`config.mk`:
```
export PLATFORM = sky130hd
export DESIGN_NAME = stopwatch_sequencer
export DESIGN_NICKNAME = d
export VERILOG_FILES = /design/src/rtl/stopwatch_pkg.sv /design/src/rtl/stopwatch_sequencer_debounce.sv /design/src/rtl/stopwatch_sequencer.sv
export SDC_FILE = /design/constraint.sdc
export NUM_CORES = 1
export LEC_CHECK = 0
export ABC_CLOCK_PERIOD_IN_PS = 4600
export CORE_MARGIN = 1
export CORE_UTILIZATION = 45
export CTS_CLUSTER_DIAMETER = 200
export DETAILED_ROUTE_END_ITERATION = 7
export PLACE_DENSITY = 0.72
export SLEW_MARGIN = 20
export SYNTH_ARGS = -nofsm -noshare
export SYNTH_HDL_FRONTEND = slang
export SYNTH_SLANG_ARGS = --single-unit
```
`constraint.sdc`:
```
create_clock -name clk -period 4.6 [get_ports clk]
set_clock_uncertainty 0.15 [all_clocks]
set_input_delay 0.69 -clock clk [delete_from_list [all_inputs] [get_ports clk]]
set_output_delay 0.69 -clock clk [all_outputs]
set_load 0.03 [all_outputs]
```
`src/rtl/stopwatch_pkg.sv`:
```
// Shared state encodings and default timing constants for the stopwatch sequencer.
// Latency: none (declarations only); backpressure: none.
package stopwatch_pkg;

  typedef enum logic [1:0] {
    IDLE  = 2'b00,
    RUN   = 2'b01,
    PAUSE = 2'b10,
    LAP   = 2'b11
  } sw_state_t;

  localparam int TICK_DIV_DEF  = 1000000;
  localparam int DB_CYCLES_DEF = 200000;

  // States in which the prescaler advances and count ticks are produced.
  function automatic logic is_counting(input sw_state_t s);
    return (s == RUN) || (s == LAP);
  endfunction

endpackage

```
`src/rtl/stopwatch_sequencer_debounce.sv`:
```
// Button front end: 2-FF synchronizer, debouncer, rising-edge press pulse.
// Latency: press pulse DB_CYCLES+2 edges after first sampled high; backpressure: none.
module btn_debounce
  import stopwatch_pkg::*;
#(
  parameter int DB_CYCLES = DB_CYCLES_DEF
) (
  input  logic clk,
  input  logic reset,
  input  logic btn,
  output logic press
);

  localparam int CW = $clog2(DB_CYCLES + 1);
  localparam logic [CW-1:0] CNT_LAST = CW'(DB_CYCLES - 1);

  logic          sync1;
  logic          sync2;
  logic          level;
  logic [CW-1:0] cnt;

  always_ff @(posedge clk or negedge reset) begin
    if (!reset) begin
      sync1 <= 1'b0;
      sync2 <= 1'b0;
      level <= 1'b0;
      cnt   <= '0;
      press <= 1'b0;
    end else begin
      sync1 <= btn;
      sync2 <= sync1;
      press <= 1'b0;
      // Any cycle agreeing with the accepted level restarts the stability count.
      if (sync2 == level) begin
        cnt <= '0;
      end else if (cnt == CNT_LAST) begin
        level <= sync2;
        cnt   <= '0;
        press <= sync2;
      end else begin
        cnt <= cnt + 1'b1;
      end
    end
  end

endmodule

```
`src/rtl/stopwatch_sequencer.sv`:
```
// Stopwatch control FSM: debounced buttons drive IDLE/RUN/PAUSE/LAP, prescaler and counter pulses.
// Latency: state changes DB_CYCLES+3 edges after a clean press; backpressure: none.
module stopwatch_sequencer
  import stopwatch_pkg::*;
#(
  parameter int TICK_DIV  = TICK_DIV_DEF,
  parameter int DB_CYCLES = DB_CYCLES_DEF
) (
  input  logic       clk,
  input  logic       reset,
  input  logic       btn_start,
  input  logic       btn_stop,
  input  logic       btn_lap,
  output logic       cnt_en,
  output logic       cnt_clr,
  output logic       lap_load,
  output logic       disp_freeze,
  output logic [1:0] state
);

  localparam int PW = $clog2(TICK_DIV);
  localparam logic [PW-1:0] PRESC_LAST = PW'(TICK_DIV - 1);

  logic          start_ev;
  logic          stop_ev;
  logic          lap_ev;
  sw_state_t     cur;
  sw_state_t     nxt;
  logic [PW-1:0] presc;
  logic          keep_counting;

  btn_debounce #(.DB_CYCLES(DB_CYCLES)) u_db_start (
    .clk   (clk),
    .reset (reset),
    .btn   (btn_start),
    .press (start_ev)
  );

  btn_debounce #(.DB_CYCLES(DB_CYCLES)) u_db_stop (
    .clk   (clk),
    .reset (reset),
    .btn   (btn_stop),
    .press (stop_ev)
  );

  btn_debounce #(.DB_CYCLES(DB_CYCLES)) u_db_lap (
    .clk   (clk),
    .reset (reset),
    .btn   (btn_lap),
    .press (lap_ev)
  );

  // Priority stop > start > lap; a losing event in the same cycle is dropped.
  always_comb begin
    nxt = cur;
    if (stop_ev) begin
      nxt = IDLE;
    end else if (start_ev) begin
      case (cur)
        IDLE:    nxt = RUN;
        RUN:     nxt = PAUSE;
        PAUSE:   nxt = RUN;
        LAP:     nxt = PAUSE;
        default: nxt = cur;
      endcase
    end else if (lap_ev) begin
      case (cur)
        RUN:     nxt = LAP;
        LAP:     nxt = RUN;
        default: nxt = cur;
      endcase
    end
  end

  // Leaving RUN/LAP freezes the prescaler and suppresses a tick on that same cycle.
  assign keep_counting = is_counting(cur) && is_counting(nxt);
  assign cnt_en        = keep_counting && (presc == PRESC_LAST);
  assign state         = cur;

  always_ff @(posedge clk or negedge reset) begin
    if (!reset) begin
      cur         <= IDLE;
      presc       <= '0;
      cnt_clr     <= 1'b0;
      lap_load    <= 1'b0;
      disp_freeze <= 1'b0;
    end else begin
      cur         <= nxt;
      cnt_clr     <= stop_ev;
      lap_load    <= (cur == RUN) && (nxt == LAP);
      disp_freeze <= (nxt == LAP);
      if (nxt == IDLE) begin
        presc <= '0;
      end else if (keep_counting) begin
        presc <= (presc == PRESC_LAST) ? '0 : presc + 1'b1;
      end
    end
  end

endmodule

```
; After elaboration in Yosys (flattened, before gate mapping)
; Index checks and enable logic that the tools add are counted.
[classes]
add_sub_neg = 4
multipliers = 0
n_div = 0
n_lt_le_gt_ge = 0
eq_ne = 12
shifts = 0
muxes = 20
bitwise = 3
reduce_logical = 13
[ops]
columns = cell, n
row1 = 18-bit two-way mux, 6
row2 = 20-bit two-way mux, 3
row3 = "18-bit by 1-bit adder with 18-bit output, second input constant", 3
row4 = "18-bit equality test, second input constant", 3
row5 = "20-bit by 1-bit adder with 20-bit output, second input constant", 1
row6 = "20-bit equality test, second input constant", 1
row7 = 2-bit case mux with 2 select lines, 2
row8 = "2-bit equality test, second input constant", 3
row9 = 1-bit two-way mux, 6
row10 = 2-bit two-way mux, 3
row11 = 2-bit AND reduction, 3
row12 = "2-bit by 1-bit equality test with 1-bit output, second input constant", 2
row13 = 2-bit zero test, 2
row14 = 2-bit OR reduction, 2
row15 = 1-bit equality test, 3
row16 = 1-bit logical AND, 3
row17 = 1-bit NOT, 3
row18 = 1-bit logical OR, 2
row19 = 2-bit nonzero test, 1
[totals]
register_bits = 91
latchBits = 0
ramBits = 0
rom_bits = 0
inputBits = 5
out_inout_bits = 6
elab_cells = 72
mem_count = 0

; Longest topological paths before layout
[logic_depth]
word_depth = 10
depth_mapped = 9
mapped_depth_nobuf = 7

; Modules after synthesis
; A second synthesis with hierarchy kept.
[unflattened]
cells_unflattened = 485
hier_area_um2 = 4695.8
[modules_own_cells]
columns = mod, n_inst, cells_per_inst, area_each_um2
row1 = btn_debounce, 3, 103, 1054.8
row2 = stopwatch_sequencer, 1, 176, 1531.5

; Worst setup path before layout
; OpenSTA, ideal clock, no wires.
[synth_path]
path_kind = register -> output
from = register cur[0] (netlist: state[0])
to = output cnt_en
arrival_time_ns = 1.879
required_ns = 3.760
path_slack_ns = 1.881
stages_incl_launch_ff = 6
n_path_buf = 1
path_cell_list = dfrtp_1 -> ha_1 -> nor2_1 -> or4_4 -> buf_6 -> nor2_1
[synth_between]
elab_chain_len = 9
elab_cells_between_ends = 17
[synth_rtl]
columns = item, line_no
row1 = "start, declared", stopwatch_sequencer.sv:27  ; sw_state_t cur;
row2 = "start signal, assigned", stopwatch_sequencer.sv:88  ; cur <= nxt;
row3 = 2-bit equality test (tied with other cells), "stopwatch_pkg.sv:17, stopwatch_sequencer.sv:59, stopwatch_sequencer.sv:67"
row4 = 2-bit case mux with 2 select lines / 2-bit OR reduction (equally long branches), --
row5 = 2-bit two-way mux / 2-bit case mux with 2 select lines (equally long branches), "stopwatch_sequencer.sv:66, stopwatch_sequencer.sv:59"
row6 = 2-bit two-way mux, stopwatch_sequencer.sv:58  ; end else if (start_ev) begin
row7 = 2-bit two-way mux, stopwatch_sequencer.sv:56  ; if (stop_ev) begin
row8 = 2-bit by 1-bit equality test with 1-bit output / 2-bit equality test (equally long branches), stopwatch_pkg.sv:17  ; return (s == RUN) || (s == LAP);
row9 = 1-bit logical OR, stopwatch_pkg.sv:17
row10 = 1-bit logical AND (*), stopwatch_sequencer.sv:76  ; assign keep_counting = is_counting(cur) && is_counting(nxt);
row11 = 1-bit logical AND (*), stopwatch_sequencer.sv:77  ; assign cnt_en = keep_counting && (presc == PRESC_LAST);
row12 = "end, declared", stopwatch_sequencer.sv:14  ; output logic cnt_en,
; Every way passes the cells marked *; elsewhere a longest branch is shown, timed or not.

; Worst setup path after layout
[layout_path]
from = register presc[0]
to = output cnt_en
[layout_between]
elab_chain_len = 2
[layout_rtl]
columns = item, line_no
row1 = "start, declared", stopwatch_sequencer.sv:29  ; logic [PW-1:0] presc;
row2 = "start signal, assigned", stopwatch_sequencer.sv:95  ; presc <= (presc == PRESC_LAST) ? '0 : presc + 1'b1;
row3 = 20-bit equality test, stopwatch_sequencer.sv:77
row4 = 1-bit logical AND, stopwatch_sequencer.sv:77
; No other way between the ends.

==> reports/qor.yml <==
clkTransAtPathRegs_ps: 90
powerDensity_mw_per_mm2: 302
startpoint_type: "flip-flop"
initial_utilization_pct: 47.1
die_w_um: 101
period_needed_ps: 3370
ant_nets: 0
synth.distinct_cells: 45
drtIter0Drc: 91
num_io_pins: 11
synth_ff_type: "dfrtp_1"
cts-buffers-inserted: 9
syn_area_per_cell_um2: 9.80
routedWlPerCell_um: 13.5
status: "finished clean"
worst-path-max-fanout: 6
slew_headroom_pct: 32.6
dpl_cell_area_mm2: 0.00458
synthesis.nets: 459
max_freq_ghz: 0.297
ys_async_sr_fraction_pct: 100
drcViolationCount: 0
cts_tree: "built"
fin_area_mm2: 0.00480
antenna_found_initial: 0
use_met1_pct: 22.2
synth.cell_area_mm2: 0.00439
row_count: 35
worstPathArrival_ps: 2530
tightest_slew_ps: 1000
finalHoldViolCount: 0
ir_drop_mv: 0.132
synth-seq-cells: 91
clk_path_buf_depth: 2
grtUsageTotal_pct: 17.8
grt-ovfl-total: 0
port_buffers: 10
drv_cap: 0
postCtsResizedCells: 0
clock-sinks: 91
grt_max_degree: 64
post-cts-setup-buffers: 0
drv_slew: 0
setup_violations: 0
p_leak_nw: 2.02
synth_edf_count: 0
holdBufCountCts: 0
final_common_cell: "dfrtp_1"
critPathKind: "reg -> out"
setup_tns_ps: 0
use_met3_pct: 4.09
fin_nets: 467
grt-busiest-layer: "met2"
die_y_um: 101
dp.final_hpwl_um: 5350
critPathRequiredTime_ps: 3760
area_growth_pct: 9.26
routabilityCongestion: 0.804
synth_top_area_share_pct: 51.9
wirelength_um: 7950
layout-drive-gt1-share_pct: 5.87
rsz0062_at_grt: "false"
cts_root_buf: "clkbuf_8"
final.period_utilization_pct: 73.3
htreeDepth: 3
netlist.top_cell.by_area: "dfrtp_1"
dr.pass1.iters: 4
first_global_vias: 3163
grt.met2_usage_pct: 30.6
final_cell_mix: "dfrtp_1 (91), nor2_1 (74), nand3_1 (42)"
worstSetupEndpointType: "output port"
synthCells: 448
synth-seq-area-share_pct: 51.9
grt_pass1_wl_um: 14300
ys_top_cells_by_area: "dfrtp_1 (52%), xor2_1 (6.4%), nor2_1 (6.3%), nand3_1 (4.8%), xnor2_1 (3.8%)"
ys.warnings.count: 0
clk_latency_ps: 360
vias_per_cell: 5.43
via_count: 3199
min_path_type: "reg -> reg"
dieArea_mm2: 0.0102
antennaDiodeCount: 0
coreArea_mm2: 0.00933
-- cell type report --
type                            count  area, um2
Inverter                           11       41.3
Multi-Input combinational cell    332       2000
Sequential cell                    91       2280
Timing Repair Buffer               11        105
Clock buffer                       11        141
Clock inverter                      4       73.8
Fill cell                         860       4530
Tap cell                          129        161
-- cells in the mapped netlist, drive strengths merged (3+ instances only) --
| cell type | number |
|---|---|
| clkbuf | 5 |
| nand2 | 29 |
| mux2 | 3 |
| o21ai | 7 |
| xnor2 | 19 |
| nor4 | 11 |
| buf | 9 |
| a21oi | 15 |
| nand2b | 3 |
| or2 | 3 |
| nand3 | 42 |
| nor3 | 9 |
| inv | 11 |
| nor2 | 74 |
| a31oi | 12 |
| dfrtp | 91 |
| and3 | 15 |
| ha | 6 |
| xor2 | 32 |
| a41oi | 4 |
| nand4 | 14 |
| nor4b | 5 |
| and4 | 5 |
-- routing by layer --
layer / routed length, um / share of wire (%)
met5: 0 / 0
met4: 105 / 1.3
met2: 3800 / 48
met3: 247 / 3.1
met1: 3800 / 48
-- logic make-up (layout without fill, tap and decap cells) --
group                      count (synthesis)  after routing  synth area share (%)
xor gates and xnor gates                  51             51                  10.2
DFF                                       91             91                  51.9
AOI/OAI and AO/OA                         49             49                  7.27
buffers and inverters                     25             37                  2.65
muxes                                      3              3                 0.769
and+or+nand+nor                          223            223                  25.6
adders and majority gates                  6              6                  1.71
-- per-stage QoR --
stage | instances | setup slack (ps) | util (%) | hold WS, ps | total power (W)
after floorplan | 448 | 1880 | - | 181 | 0.000850
after global placement | 574 | 1690 | 49.1 | 183 | 0.000873
after detailed placement | 574 | 1630 | 49.1 | 185 | 0.000875
after CTS | 589 | 1220 | 51.4 | 206 | 0.00147
after global routing | 589 | 1010 | 51.4 | 212 | 0.00151
final | 589 | 1230 | 51.4 | 204 | 0.00145
-- report_power, final --
part	internal (W)	switching, W	total, W
logic	0.0000112	0.0000291	0.0000403
registers	0.000808	0.00000830	0.000816
clock network	0.000319	0.000270	0.000590
total	0.00114	0.000308	0.00145
-- worst max-delay path, stage by stage, from the launching register on --
cell and delay [ps]:
dfrtp_1 420, ha_1 230, and3_1 240, and3_1 300, nand2_1 190, nor2_1 130, clkdlybuf4s50_1 670
-- path summary, 6_finish.rpt --
| kind | startpoint | end | slack [ps] | cells past startpoint |
|---|---|---|---|---|
| max reg2reg | state[0] | presc[7] | 1920 | 6 |
| max in group asynchronous | reset | presc[5] | 3180 | 2 |
| min in group asynchronous | reset | u_db_start.cnt[6] | 250 | 1 |
| max | presc[0] | cnt_en | 1230 | 6 |
| min | u_db_stop.sync1 | u_db_stop.sync2 | 200 | 0 |
| min reg2reg | u_db_stop.sync1 | u_db_stop.sync2 | 200 | 0 |
-- registers in the layout, summed over array words and instances, names as in the netlist --
name              flops
u_db_stop.sync2       1
u_db_lap.sync2        1
lap_load              1
u_db_start.press      1
disp_freeze           1
u_db_lap.level        1
u_db_start.cnt       18
u_db_start.sync2      1
u_db_lap.press        1
u_db_stop.sync1       1
cnt_clr               1
u_db_stop.press       1
u_db_start.level      1
u_db_start.sync1      1
presc                20
state                 2
u_db_lap.cnt         18
u_db_stop.cnt        18
u_db_stop.level       1
u_db_lap.sync1        1
(Power assumes the default switching activity.)
